### config.mk
export PLATFORM = sky130hd
export DESIGN_NAME = sr_ctrl_multi_flat
export DESIGN_NICKNAME = d
export VERILOG_FILES = /design/src/rtl/sr_ctrl_multi_if.sv /design/src/rtl/sr_ctrl_multi.sv /design/src/flat_wrapper.sv
export SDC_FILE = /design/constraint.sdc
export NUM_CORES = 1
export LEC_CHECK = 0
export CAP_MARGIN = 20
export CORE_MARGIN = 5
export CORE_UTILIZATION = 60
export CTS_BUF_LIST = sky130_fd_sc_hd__clkbuf_4 sky130_fd_sc_hd__clkbuf_8
export DETAILED_ROUTE_END_ITERATION = 12
export GPL_ROUTABILITY_DRIVEN = 0
export GPL_TIMING_DRIVEN = 0
export PLACE_DENSITY_LB_ADDON = 0.12
export SLEW_MARGIN = 10
export SYNTH_ARGS = -nofsm -noshare
export SYNTH_HDL_FRONTEND = slang
export SYNTH_SLANG_ARGS = --single-unit
export TNS_END_PERCENT = 100
### constraint.sdc
create_clock -name sr_clk -period 4.85 [get_ports sr_clk]
set_input_delay 0.7275 -clock sr_clk [delete_from_list [all_inputs] [get_ports sr_clk]]
set_output_delay 0.7275 -clock sr_clk [all_outputs]
set_load 0.01 [all_outputs]
### src/rtl/sr_ctrl_multi_if.sv
// Pixel-engine side of the LED-wall serialiser: data word handshake.
// SR_CHAN_MASK_EN adds the per-strip chan_mask lane.
interface sr_ctrl_multi_if #(
  parameter int unsigned CHANNELS = 8
);
  logic [CHANNELS-1:0] data_in;
  logic                data_valid;
  logic                frame_end;
  logic                data_ready;
`ifdef SR_CHAN_MASK_EN
  logic [CHANNELS-1:0] chan_mask;

  modport master (output data_in, data_valid, frame_end, chan_mask, input data_ready);
  modport slave  (input data_in, data_valid, frame_end, chan_mask, output data_ready);
`else
  modport master (output data_in, data_valid, frame_end, input data_ready);
  modport slave  (input data_in, data_valid, frame_end, output data_ready);
`endif
endinterface

### src/rtl/sr_ctrl_multi.sv
// WS2812 parallel-strip 74HC595 serialiser: each word -> ONE/DATA/ZERO SR words, plus LED reset.
// Optional per-strip masking of ONE/DATA words when SR_CHAN_MASK_EN is defined.
module sr_ctrl_multi #(
  parameter int unsigned CHANNELS    = 8,
  parameter int unsigned RESET_SLOTS = 200
) (
  input  logic           sr_clk,
  input  logic           ar,
  sr_ctrl_multi_if.slave bus,
  input  logic           led_reset_req,
  output logic           ser_out,
  output logic           sr_latch,
  output logic           busy
);
  localparam int unsigned   BW       = $clog2(CHANNELS);
  localparam int unsigned   RST_LEN  = RESET_SLOTS * CHANNELS;
  localparam int unsigned   RW       = $clog2(RST_LEN + 1);
  localparam logic [BW-1:0] BIT_LAST = BW'(CHANNELS - 1);
  localparam logic [RW-1:0] RST_LAST = RW'(RST_LEN - 1);

  typedef enum logic [2:0] {IDLE, ONE, DATA, ZERO, RST} state_t;

  state_t              state_q, state_d;
  logic [BW-1:0]       bit_cnt_q, bit_cnt_d;
  logic [RW-1:0]       rst_cnt_q, rst_cnt_d;
  logic [CHANNELS-1:0] hold_q, hold_d;
  logic [CHANNELS-1:0] mask_d;
  logic                fe_q, fe_d;
  logic                pend_q, pend_d;
  logic                ser_q, ser_d;
  logic                latch_q, latch_d;
  logic                word_end, rst_last, ready, accept;

  assign word_end = (state_q != IDLE) && (bit_cnt_q == BIT_LAST);
  assign rst_last = (state_q == RST) && (rst_cnt_q == RST_LAST);
  // ar gates ready so the handshake is closed for the whole reset window
  assign ready    = ~ar & ~pend_q & ~led_reset_req &
                    ((state_q == IDLE) | ((state_q == ZERO) && word_end && !fe_q) | rst_last);
  assign accept   = bus.data_valid & ready;

  assign bus.data_ready = ready;
  assign ser_out        = ser_q;
  assign sr_latch       = latch_q;
  assign busy           = (state_q != IDLE);

`ifdef SR_CHAN_MASK_EN
  logic [CHANNELS-1:0] mask_q;

  always_ff @(posedge sr_clk or posedge ar) begin
    if (ar)          mask_q <= '0;
    else if (accept) mask_q <= bus.chan_mask;
  end

  assign mask_d = accept ? bus.chan_mask : mask_q;
`else
  assign mask_d = '0;
`endif

  always_comb begin
    state_d   = state_q;
    bit_cnt_d = bit_cnt_q;
    rst_cnt_d = '0;
    hold_d    = accept ? bus.data_in : hold_q;
    fe_d      = fe_q;
    pend_d    = pend_q;
    latch_d   = word_end;
    ser_d     = 1'b0;

    unique case (state_q)
      IDLE: begin
        if (led_reset_req) state_d = RST;
        else if (accept)   state_d = ONE;
      end
      ONE:  if (word_end) state_d = DATA;
      DATA: if (word_end) state_d = ZERO;
      ZERO: begin
        if (word_end) begin
          if (fe_q || pend_q || led_reset_req) state_d = RST;
          else if (accept)                     state_d = ONE;
          else                                 state_d = IDLE;
        end
      end
      RST: begin
        if (rst_last) state_d = accept ? ONE : IDLE;
        else          rst_cnt_d = rst_cnt_q + 1'b1;
      end
      default: state_d = IDLE;
    endcase

    if (state_q != IDLE) bit_cnt_d = word_end ? '0 : bit_cnt_q + 1'b1;

    if (led_reset_req && (state_q inside {ONE, DATA, ZERO})) pend_d = 1'b1;
    if ((state_d == RST) && (state_q != RST)) begin
      pend_d = 1'b0;
      fe_d   = 1'b0;
    end
    if (accept) fe_d = bus.frame_end;

    // ser_out is decoded from the next state so it lines up with the registered state
    unique case (state_d)
      ONE:     ser_d = ~mask_d[bit_cnt_d];
      DATA:    ser_d = hold_d[bit_cnt_d] & ~mask_d[bit_cnt_d];
      default: ser_d = 1'b0;
    endcase
  end

  always_ff @(posedge sr_clk or posedge ar) begin
    if (ar) begin
      state_q   <= IDLE;
      bit_cnt_q <= '0;
      rst_cnt_q <= '0;
      hold_q    <= '0;
      fe_q      <= 1'b0;
      pend_q    <= 1'b0;
      ser_q     <= 1'b0;
      latch_q   <= 1'b0;
    end else begin
      state_q   <= state_d;
      bit_cnt_q <= bit_cnt_d;
      rst_cnt_q <= rst_cnt_d;
      hold_q    <= hold_d;
      fe_q      <= fe_d;
      pend_q    <= pend_d;
      ser_q     <= ser_d;
      latch_q   <= latch_d;
    end
  end
endmodule

### src/flat_wrapper.sv
// flat-port wrapper written by rule: the top's interface ports become plain ports
module sr_ctrl_multi_flat 
#(
  parameter int unsigned CHANNELS    = 8,
  parameter int unsigned RESET_SLOTS = 200
)
  (sr_clk, ar, led_reset_req, ser_out, sr_latch, busy, bus_data_in, bus_data_valid, bus_frame_end, bus_data_ready);
  sr_ctrl_multi_if #(.CHANNELS(CHANNELS)) bus_i ();
  input  logic sr_clk;
  input  logic ar;
  input  logic led_reset_req;
  output logic ser_out;
  output logic sr_latch;
  output logic busy;
  input wire logic [$bits(bus_i.data_in)-1:0] bus_data_in;
  input wire logic [$bits(bus_i.data_valid)-1:0] bus_data_valid;
  input wire logic [$bits(bus_i.frame_end)-1:0] bus_frame_end;
  output wire logic [$bits(bus_i.data_ready)-1:0] bus_data_ready;
  assign bus_i.data_in = bus_data_in;
  assign bus_i.data_valid = bus_data_valid;
  assign bus_i.frame_end = bus_frame_end;
  assign bus_data_ready = bus_i.data_ready;
  sr_ctrl_multi #(.CHANNELS(CHANNELS), .RESET_SLOTS(RESET_SLOTS)) u_core (.sr_clk(sr_clk), .ar(ar), .bus(bus_i), .led_reset_req(led_reset_req), .ser_out(ser_out), .sr_latch(sr_latch), .busy(busy));
endmodule
==> run summary, run 1 <==
The run finished with clean final reports. The critical path goes through ha_1, ha_1, and4b_1, o21ai_1, a2111oi_0, clkdlybuf4s50_1. The post-route netlist has 11.60% of its cells at a drive strength greater than 1. The largest net degree at the start of global routing is 30. IR analysis of the VDD net gives a maximum drop of approximately 0.0004 V.

The setup-violating endpoint count in the final report came out at 0. The largest driver fanout on the critical path came out at 9. The number of antenna repair diodes came out at 0.

Sequential elements use roughly 45% of the synthesized area. The total wire length after detailed routing is about 3300 um. The net count after synthesis came out at about 170. The count of yosys warnings during synthesis is 0. In the synthesized netlist the async set-or-reset flop fraction comes to 100.0%. The number of vias after detailed routing came out at 1278.

The count of max-cap constraint violations is 0. STA classifies the critical path startpoint as a flip-flop. The global-route usage over all layers is around a fifth.

Prior to clock tree synthesis, the placed netlist has a worst setup slack of between 1500 and 2000 ps. On the worst path, the slowest cell contributes a delay of between 600 and 700 ps. The site row count came out at 18. Buffers placed on the I/O ports in this run total 16. The buffer type at the clock tree root is clkbuf_4. The highest attainable clock frequency came out at a little over 0.3 GHz. Final hold analysis gives a worst-case slack of 495.0 ps. The die is between 60 and 70 um tall. The post-route DRC violation count came out at 0. The remaining antenna violation count came out at 0. The shortest clock period the worst path allows after layout came out at 3270 ps. Setup repair after global routing left no endpoint under its margin.

Across the routed clock network, the largest skew measured is 7.260 ps. The detailed-routing iteration count for the pre-antenna-repair pass is 5. The initial antenna violation count came to 0. The count of pins over their slew limit came out at 0.

Among the stages of the critical path, the cell type that occurs most often is ha_1. The slowest stage of the critical path belongs to the cell clkdlybuf4s50_1. The synthesized area divided by synthesized cell count is between 10 and 15 um^2. Gates resized during post-CTS repair numbered 0.

The hold buffer count at cts came out at 0. The post-synthesis cell area is roughly 0.0016 mm^2. The via count of the first global-routing pass was about 1300. The die footprint came out at around 0.0038 mm^2. The number of nets in the final layout is between 150 and 200. The area inside the core boundary is approximately 0.0025 mm^2. The initial cell density of the core came out at 64.14%.

The arrival time at the worst endpoint came out at between 2000 and 3000 ps. The starting DRC count in detailed routing is 119. Across all setup checks in the final design, the least slack found is 1580 ps.

The final total negative setup slack came out at 0 ps. The data required time of the critical path is slightly above 4000 ps. At the later pin of the worst-skew pair, clock insertion delay measures around 320 ps. The H-tree depth reported by CTS came out at 2. The estimated wirelength of the detail-placed design is approximately 2400 um. The area growth from synthesis to layout is 18.25%. The count of endpoints failing hold in the final timing report was 0. The unique cell type count in the Yosys netlist came out at 53. The clock transition at the register clock pins on the worst setup and hold paths after CTS is roughly 90 ps. The first global-routing pass estimated between 5000 and 6000 um of wire.

After clock tree synthesis, the setup repair step added 0 buffers. The family with the most delay on the worst path is buffers and inverters. The maximum buffer depth of the clock tree came out at 2. The sort of element at the end of the critical path is an output pin. The mean routed wirelength per cell came out at roughly 15 um. Power comes to 0.9432 mW.

Dividing the detail-routed via count by the number of cells gives just over 6. The floorplan step set the die width to approximately 62 um. The slew at the pin with the worst max-slew slack came out at about 430 ps. TritonCTS built the clock tree.

CTS saw 29 sinks. The power density over the cells came out at around 500 mW/mm^2. The total buffers and inverters traversed by the critical path is 1. The number of CTS-inserted buffers came out at 5. The post-route clock period utilization is between 60% and 70%. Synthesis inferred 29 register bits. The overall overflow remaining after global route came out at 0.

Synthesis produced approximately 160 cells. The number of enable flip-flop cells after synthesis is 0. The critical path is of the flip-flop to output pin type. The path class of the tightest hold or removal check is flip-flop to flip-flop. The number of top-level pins came out at 17. For this run, the leading register cell type out of synthesis is dfrtp_1. In this run the tightest slew margin relative to its limit is a little under three quarters. In this run the static leakage power is ~0.85 nW.
## where the power goes
group          switching [mW]  total (mW)  internal, mW  leakage, nW
Sequential             0.0735       0.394         0.321        0.372
Clock                  0.0834       0.167        0.0840       0.0413
Combinational           0.195       0.382         0.186        0.440
## state kept, by name, summed over array words and instances (netlist names)
register,count
u_core.bit_cnt_q,3
u_core.fe_q,1
u_core.hold_q,8
u_core.pend_q,1
u_core.rst_cnt_q,11
u_core.ser_out,1
u_core.sr_latch,1
u_core.state_q,3
## synth_stat cells (2+ instances only)
cell type  number  share of area (%)
nor2_1         12                2.8
xor2_1          7                3.8
nand4_1         4                1.5
o21ai_1         4                1.2
mux2_1          6                4.2
xnor2_1         2                1.1
a21oi_1         2               0.62
or2_1           2               0.77
buf_6           2                1.4
a22oi_1         2               0.93
nor2b_1         4                1.5
clkbuf_1        3               0.70
o21ai_0         3               0.93
a21boi_0        2               0.93
nand2_1        12                2.8
mux2i_1         3                1.9
a221oi_1        2                1.1
and2_1          4                1.5
o2111ai_1       2                1.1
nand3_1         5                1.5
dfrtp_1        29                 45
ha_1            3                2.3
and3_1          3                1.2
inv_1           9                2.1
## worst register-to-register path: stages, from the launching register on
cell and delay [ps]:
dfrtp_1 490, ha_1 200, ha_1 160, clkbuf_1 330
and2b_2 290, mux2i_1 270, a221oi_1 100, o311ai_1 290
a22oi_1 140
## worst paths after layout
kind,slack [ps],end,from,cells after the start
setup / recovery,1580,bus_data_ready,u_core.bit_cnt_q[0],6
hold / removal,500,u_core.hold_q[4],u_core.hold_q[4],1
setup reg to reg,2460,u_core.ser_out,u_core.bit_cnt_q[0],8
hold reg to reg,500,u_core.hold_q[4],u_core.hold_q[4],1
max in group asynchronous,3710,u_core.ser_out,ar,3
min in group asynchronous,740,u_core.pend_q,ar,2
## stage by stage
step / utilization (%) / std cells / cell area, um^2
2_1_floorplan: - / 156 / 1618
3_3_place_gp: 71.97 / 202 / 1815
3_5_place_dp: 71.97 / 202 / 1815
4_1_cts: 74.75 / 210 / 1886
5_1_grt: 75.84 / 211 / 1913
6_report: 75.84 / 211 / 1913
## cell families after synthesis
kind of cell,after synthesis,share of synthesized area [%]
xor gates and xnor gates,9,4.873
adders and majority gates,3,2.320
muxes,10,6.960
buffers and inverters,16,4.717
AOI/OAI and AO/OA,27,12.61
DFF,29,44.86
and+or+nand+nor,62,23.67
## cell usage in the layout, fill, tap and decap left out, types with 4 or more instances in the layout
master / n
and2_1: 4
clkbuf_4: 5
clkdlybuf4s50_1: 16
dfrtp_1: 29
inv_1: 8
mux2_1: 6
nand2_1: 12
nand3_1: 5
nand4_1: 4
nor2_1: 12
nor2b_1: 4
o21ai_1: 4
xor2_1: 7
## final cells by class
type	instances	area (um^2)
Fill cell	186	609.3
Timing Repair Buffer	17	187.7
Clock inverter	1	5.005
Inverter	10	37.54
Tap cell	30	37.54
Clock buffer	7	65.06
Sequential cell	29	725.7
Buffer	6	38.79
Multi-Input combinational cell	111	815.8
## metal layers
| layer | vias to the layer above | global-route usage (%) | wire, um |
|---|---|---|---|
| met2 | 31 | 34.68 | 1726 |
| met1 | 632 | 23.85 | 1349 |
| met3 | 8 | 3.926 | 127 |
| met5 | - | 0 | 0 |
| met4 | 0 | 11.21 | 62 |
| li1 | 607 | - | - |
No activity file was read; power rests on OpenSTA's default activity.
==> run 2: changes to the inputs <==
CORE_UTILIZATION = 52   (was 60)
clock period = 2.7 ns   (was 4.85 ns; I/O delays follow)
==> run 2 against run 1 <==
Compared with the run above:
- sequential power increased by 80%
- sequential share of layout area decreased by 1.0 points
- die area increased by 13%
- global-route usage decreased by 3.6 points
- highest routed layer unchanged
==> run summary, run 2 (synthesis results as in run 1) <==
The class of the worst hold path is flip-flop to flip-flop. The flip-flop count of the largest register, all copies and words added came out at 11 (unchanged). The global-route usage over all layers came to 16.70% (-3.6 points).

The area added between synthesis and finish came out at 21.89%. The starting DRC count in detailed routing came out at 75 (-37%). The data required time of the critical path came out at 2300 ps (-1820 ps). The root buffer cell chosen for the clock tree is clkbuf_4. Leaving out fill and tap cells, the most frequent cell in the layout is dfrtp_1. The overall overflow remaining after global route is 0 (unchanged). The die extent in y is 65.78 um (+6.2%).

The count of pins over their slew limit is 0 (unchanged). The total buffers and inverters traversed by the critical path came to 1 (unchanged). The detailed-routing iteration count for the pre-antenna-repair pass came out at 4 (-1). The power density over the cells is 908.4 mW/mm^2 (+84%). The worst setup path is launched from a flip-flop. The total power is 1.791 mW (+90%). The fraction of layout instances using a drive strength above 1 was 14.36% (+2.8 points).

The number of cells after detailed placement came out at 217 (+7.4%). TritonCTS built the clock tree. The count of max-cap constraint violations is 0 (unchanged). The sort of element at the end of the critical path is an output pin. The number of top-level pins came out at 17 (unchanged). The setup-violating endpoint count in the final report came out at 0 (unchanged). The remaining antenna violation count came out at 0 (unchanged). Ranked by flip-flop count, first place goes to u_core.rst_cnt_q. The arrival time at the worst endpoint came to 2150 ps (-390 ps). The number of CTS-inserted buffers was 5 (unchanged). The number of vias after detailed routing came to 1226 (-4.1%). In the layout the commonest cells are dfrtp_1 (27), clkdlybuf4s50_1 (15), nor2_1 (12), nand2_1 (12), inv_1 (9). The clock transition at the register clock pins on the worst setup and hold paths after CTS is 110 ps (+20 ps). The slew at the pin with the worst max-slew slack is 607.1 ps (+177.6 ps). The flow ran to the end, and the final reports show no timing, DRC or antenna violations. The family with the most delay on the worst path is compound AO/OA/AOI/OAI gates. The site row count came out at 20 (+2).

The post-route DRC violation count came out at 0 (unchanged). The H-tree depth reported by CTS is 2 (unchanged). The cell with the largest stage delay on the worst path is dfrtp_2.

The most used cell along the critical path is ha_1. Derived from the worst setup path, the maximum achievable clock frequency is approximately 0.4 GHz. The headroom to the max-slew limit is 59.48% (-12 points). The die footprint came out at 0.004326 mm^2 (+13%). The estimated wirelength of the detail-placed design is 2333 um (-1.4%).

The count of endpoints failing hold in the final timing report is 0 (unchanged). The post-route clock period utilization came out at 94.64%. The number of antenna repair diodes is 0 (unchanged). The register cell area after layout came out at 728.2 um^2 (+0.34%). The shortest clock period the worst path allows after layout came out at ~2600 ps. The largest driver fanout on the critical path came to 6 (-3). The clock skew is 9.574 ps (+2.314 ps). The number of port buffers is 16 (unchanged). The multi-input gate area in the final layout came to 833.3 um^2 (+2.1%). The area inside the core boundary is 0.003028 mm^2 (+20%).

The number of nets in the final layout came to 196 (unchanged). The via count of the first global-routing pass came out at 1227 (-4.2%). The count of clock tree sinks was 29 (unchanged). The number of inserted filler cells in the final layout is 263 (+41%). The source-to-sink clock delay at the later pin of the worst-skew pair is 340 ps (+20 ps). The critical path goes through ha_1, ha_1, and4b_1, o21ai_1, a2111oi_2, dlygate4sd2_1.

The initial antenna violation count is 0 (unchanged). The final core utilization came to 65.12% (-11 points). The maximum buffer depth of the clock tree came out at 2 (unchanged). The count of placed standard cells in the final layout, fillers left out is 225 (+6.6%).

The largest net degree at the start of global routing is 17 (-43%). The die width came out at 65.78 um (+6.2%). The mean routed wirelength per cell was 14.20 um (-8.3%). The initial cell density of the core came out at 53.43% (-11 points). The worst voltage drop across the vdd grid was 0.0007293 V (+82%). The largest incremental delay on the critical path is 430 ps (-190 ps). The number of vias per cell is 5.449 (-10%). The largest registers in the layout are u_core.rst_cnt_q x11, u_core.hold_q x8.

The global-route wire length before repair came out at 5423 um (-3.3%). The type of the worst setup path is flip-flop to output pin. The total wire length after detailed routing is 3195 um (-2.2%).

The leakage power summed over all cells is 0.8662 nW (+1.5%).
[run 2: cell count changes in the layout (fill, tap and decap cells not counted), sizes merged]
| cell | before | now |
|---|---|---|
| buf | 4 | 5 |
| clkinv | 2 | 0 |
| bufinv | 0 | 1 |
| clkbuf | 10 | 8 |
| inv | 9 | 10 |
| clkdlybuf4s50 | 16 | 15 |
| dlygate4sd2 | 0 | 1 |
| clkinvlp | 0 | 1 |
[run 2: timing repair]
action	4_1_cts	5_1_grt
gates resized for setup	4	3
pin swaps	0	0
hold buffers	0	0
endpoints found under the setup margin	1	1
setup buffers	0	1
[run 2: area by class of cell]
cell class / instances / share of cell area (%)
multi-input combinational: 111 / 42.26
clock buffer: 6 / 2.602
clock inverter: 2 / 1.904
tap: 44 / 2.792
sequential: 29 / 36.93
inverter: 10 / 1.904
buffer: 5 / 1.777
timing repair buffer: 18 / 9.835
[run 2: final timing paths]
path                                startpoint                  end  slack, ps  cells after the start
max in group asynchronous                   ar  u_core.bit_cnt_q[1]       1700                      3
max reg2reg                u_core.bit_cnt_q[0]       u_core.ser_out        390                      8
min in group asynchronous                   ar  u_core.rst_cnt_q[6]        520                      2
min reg2reg                   u_core.hold_q[4]     u_core.hold_q[4]        500                      1
max                        u_core.bit_cnt_q[0]       bus_data_ready        140                      6
min                           u_core.hold_q[4]     u_core.hold_q[4]        500                      1
[run 2: power by group]
| part | internal, mW | switching [mW] |
|---|---|---|
| combinational | 0.346 | 0.350 |
| clock | 0.220 | 0.167 |
| sequential | 0.579 | 0.129 |
[run 2: per-layer routing]
layer	vias to the layer above	share of wire [%]	GRT usage, %	wire [um]
met2	16	52	27.91	1657
li1	605	-	-	-
met5	-	0	0	0
met4	0	1.4	5.699	46
met1	599	43	19.65	1383
met3	6	3.3	6.122	107
[run 2: worst register-to-register path: stages (launching register included)]
cell,delay [ps]
dfrtp_2,460
ha_1,220
ha_1,190
clkbuf_1,210
or2_1,300
nand2b_1,170
a221oi_1,310
o311ai_1,150
a22oi_1,210
[run 2: per-stage QoR]
step	hold WS (ps)	worst slack, ps	area [um^2]	setup TNS (ps)
floorplan	448.9	563.3	1618	0
global placement	463.2	138.3	1833	0
detailed placement	472.4	38.86	1861	0
CTS	497.1	54.44	1959	0
global route	516.9	-0.7336	1972	-0.7336
finish	498.3	144.6	1972	0
==> run 3: changes to the inputs <==
CORE_UTILIZATION = 60   (was 52)
clock period = 3.1 ns   (was 2.7 ns; I/O delays follow)
==> run 3 against run 2 <==
Compared with the run above:
- routed wire length increased by 2.4%
- flip-flop and latch count unchanged
- die area is 11% lower
- first-iteration DRC count increased by 45%
- clock skew down 2.3 ps
- cell count decreased by 6.2%
- clock power is 32% lower
- critical path type unchanged
==> run summary, run 3 (synthesis results as in run 1) <==
The flow ran to the end, and the final reports show no timing, DRC or antenna violations. The count of pins over their slew limit came to 0 (unchanged). The type of the worst setup path is flip-flop to output pin. The count of endpoints failing hold in the final timing report came out at 0 (unchanged).

The most used cell along the critical path is ha_1. The area inside the core boundary came out at 0.002522 mm^2 (-17%). The number of vias after detailed routing was 1287 (+5.0%). The die width came to 61.93 um (-5.9%). The fraction of power spent switching nets is 37.35% (+1.3 points). The largest registers in the layout are u_core.rst_cnt_q x11, u_core.hold_q x8. The flip-flop count of the largest register, all copies and words added came out at 11 (unchanged). The worst voltage drop across the vdd grid came out at 0.0006270 V (-14%). The family with the most delay on the worst path is compound AO/OA/AOI/OAI gates. The highest attainable clock frequency came out at 0.3934 GHz.

The path class of the tightest hold or removal check is input pin to asynchronous set/reset pin. The count of max-cap constraint violations was 0 (unchanged). Ranked by flip-flop count, first place goes to u_core.rst_cnt_q. The maximum buffer depth of the clock tree came out at 2 (unchanged). The overall overflow remaining after global route is 0 (unchanged). The number of CTS-inserted buffers is 5 (unchanged). The total power is 1.478 mW (-17%).

The via count of the first global-routing pass came out at 1281 (+4.4%). The starting DRC count in detailed routing is 109 (+45%). TritonCTS built the clock tree. The shortest clock period the worst path allows after layout came out at 2542 ps.

The detailed-routing iteration count for the pre-antenna-repair pass is 4 (unchanged). The number of nets in the final layout came out at 196 (unchanged). The total buffers and inverters traversed by the critical path is 1 (unchanged). The register cell area after layout is 726.9 um^2 (-0.17%). The remaining antenna violation count is 0 (unchanged). The kind of start point of the critical path is a flip-flop. Leaving out fill and tap cells, the most frequent cells in the layout are dfrtp_1 (28), clkdlybuf4s50_1 (15), nor2_1 (12), nand2_1 (12), inv_1 (8).

The initial antenna violation count came out at 0 (unchanged). The site row count came out at 18 (-10%). The setup-violating endpoint count in the final report is 0 (unchanged). The largest net degree at the start of global routing came out at 30 (+13).

Of the available clock period, the critical path in the final layout requires between 80% and 90%. The worst-case setup slack after placement is 446.6 ps (+407.7 ps). The mean routed wirelength per cell came out at 15.51 um (+9.2%). The power density over the cells was 767.1 mW/mm^2 (-16%). The H-tree depth reported by CTS came out at 2 (unchanged).

The largest driver fanout on the critical path came out at 6 (unchanged). The die extent in y came to 61.93 um (-5.9%). The worst path setup slack after routing is 558.3 ps (+413.7 ps). The clock group share of total power came out at 17.9% (-3.7 points). The critical path goes through ha_1, ha_1, and4b_1, o21ai_1, a2111oi_1, dlymetal6s2s_1. The arrival time at the worst endpoint is 2080 ps (-70 ps). The tree is rooted in a clkbuf_4.

The headroom to the max-slew limit came out at 71.11% (+12 points). The largest incremental delay on the critical path came out at 440 ps (about the same). The die footprint is 0.003835 mm^2 (-11%).

The slew at the pin with the worst max-slew slack came out at 430.7 ps (-176.4 ps). The hold buffer count at cts came out at 0 (unchanged). The total wire length after detailed routing is 3272 um (+2.4%). STA classifies the critical path endpoint as an output pin. The area added between synthesis and finish came out at 19.10%. The count of clock tree sinks came to 29 (unchanged). The number of top-level pins came out at 17 (unchanged). The final total negative setup slack is 0 ps (unchanged). The multi-input gate area in the final layout is 825.8 um^2 (-0.90%).

The global-route usage over all layers came out at 20.29% (+3.6 points). The clock transition at the register clock pins on the worst setup and hold paths after CTS came out at 100 ps (about the same). The source-to-sink clock delay at the later pin of the worst-skew pair came out at 320 ps (-20 ps). The fraction of layout instances using a drive strength above 1 came out at 12.15% (-2.2 points). The leakage power summed over all cells is 0.8717 nW (+0.63%). The data required time of the critical path came out at 2630 ps (+330 ps). The number of vias per cell was 6.100 (+12%). The number of port buffers is 16 (unchanged). The estimated wirelength of the detail-placed design came to 2367 um (+1.4%). The global-route wire length before repair was 5609 um (+3.4%). Setup repair after global routing left no endpoint under its margin. Leaving out fill and tap cells, the most frequent cell in the layout is dfrtp_1. The post-route DRC violation count came to 0 (unchanged). The number of inserted filler cells in the final layout was 184 (-30%). The internal power component was 0.9261 mW (-19%).

The slowest stage of the critical path is the dfrtp_1 cell. The initial cell density of the core is 64.14% (+11 points). The number of antenna repair diodes came to 0 (unchanged). The combinational group share of total power was 40.3% (+1.5 points). The net load switching power is 0.5520 mW (-15%).

The share of total power in sequential cells came out at 41.8% (+2.3 points). The clock skew is 7.299 ps (-2.275 ps).
[run 3: layer usage]
metal | part of all wire, % | vias up | GRT usage, %
met2 | 52 | 40 | 34.68
li1 | - | 608 | -
met4 | 3.0 | 0 | 11.21
met5 | 0 | - | 0
met3 | 4.7 | 13 | 3.926
met1 | 40 | 626 | 23.85
[run 3: power groups by stage]
stage | Clock [mW] | Sequential (mW) | Combinational (mW)
after floorplan | 0 | 0.589 | 0.443
after CTS | 0.272 | 0.611 | 0.588
after global placement | 0 | 0.611 | 0.553
after global routing | 0.287 | 0.636 | 0.668
after detailed placement | 0 | 0.618 | 0.584
final | 0.264 | 0.618 | 0.596
[run 3: cell type report]
type / count / share of cell area, %
buffer: 6 / 2.013
tap: 30 / 1.948
multi-input combinational: 111 / 42.86
clock buffer: 7 / 3.377
sequential: 29 / 37.73
timing repair buffer: 17 / 9.870
clock inverter: 1 / 0.2597
inverter: 10 / 1.948
[run 3: final timing paths]
kind / slack (ps) / startpoint / cells past startpoint / endpoint
worst max-delay path: 560 / u_core.bit_cnt_q[1] / 6 / bus_data_ready
worst min-delay path: 470 / ar / 2 / u_core.pend_q
worst max register to register: 760 / u_core.bit_cnt_q[1] / 8 / u_core.ser_out
worst min register to register: 500 / u_core.hold_q[4] / 1 / u_core.hold_q[4]
max in group asynchronous: 2220 / ar / 3 / u_core.bit_cnt_q[0]
min in group sr_clk: 500 / u_core.hold_q[4] / 1 / u_core.hold_q[4]
[run 3: stage by stage]
step                      instances  cell area [um^2]  util [%]  hold WS [ps]
after floorplan                 156              1618         -         448.9
after global placement          202              1815     71.97         463.1
after detailed placement        202              1815     71.97         476.3
after CTS                       210              1886     74.75         498.0
after global routing            211              1927     76.39         486.6
final                           211              1927     76.39         469.8
[run 3: repair_timing]
action                     4_1_cts  5_1_grt
buffers inserted                 0        0
gates resized for setup          0        4
setup endpoints to repair        0        1
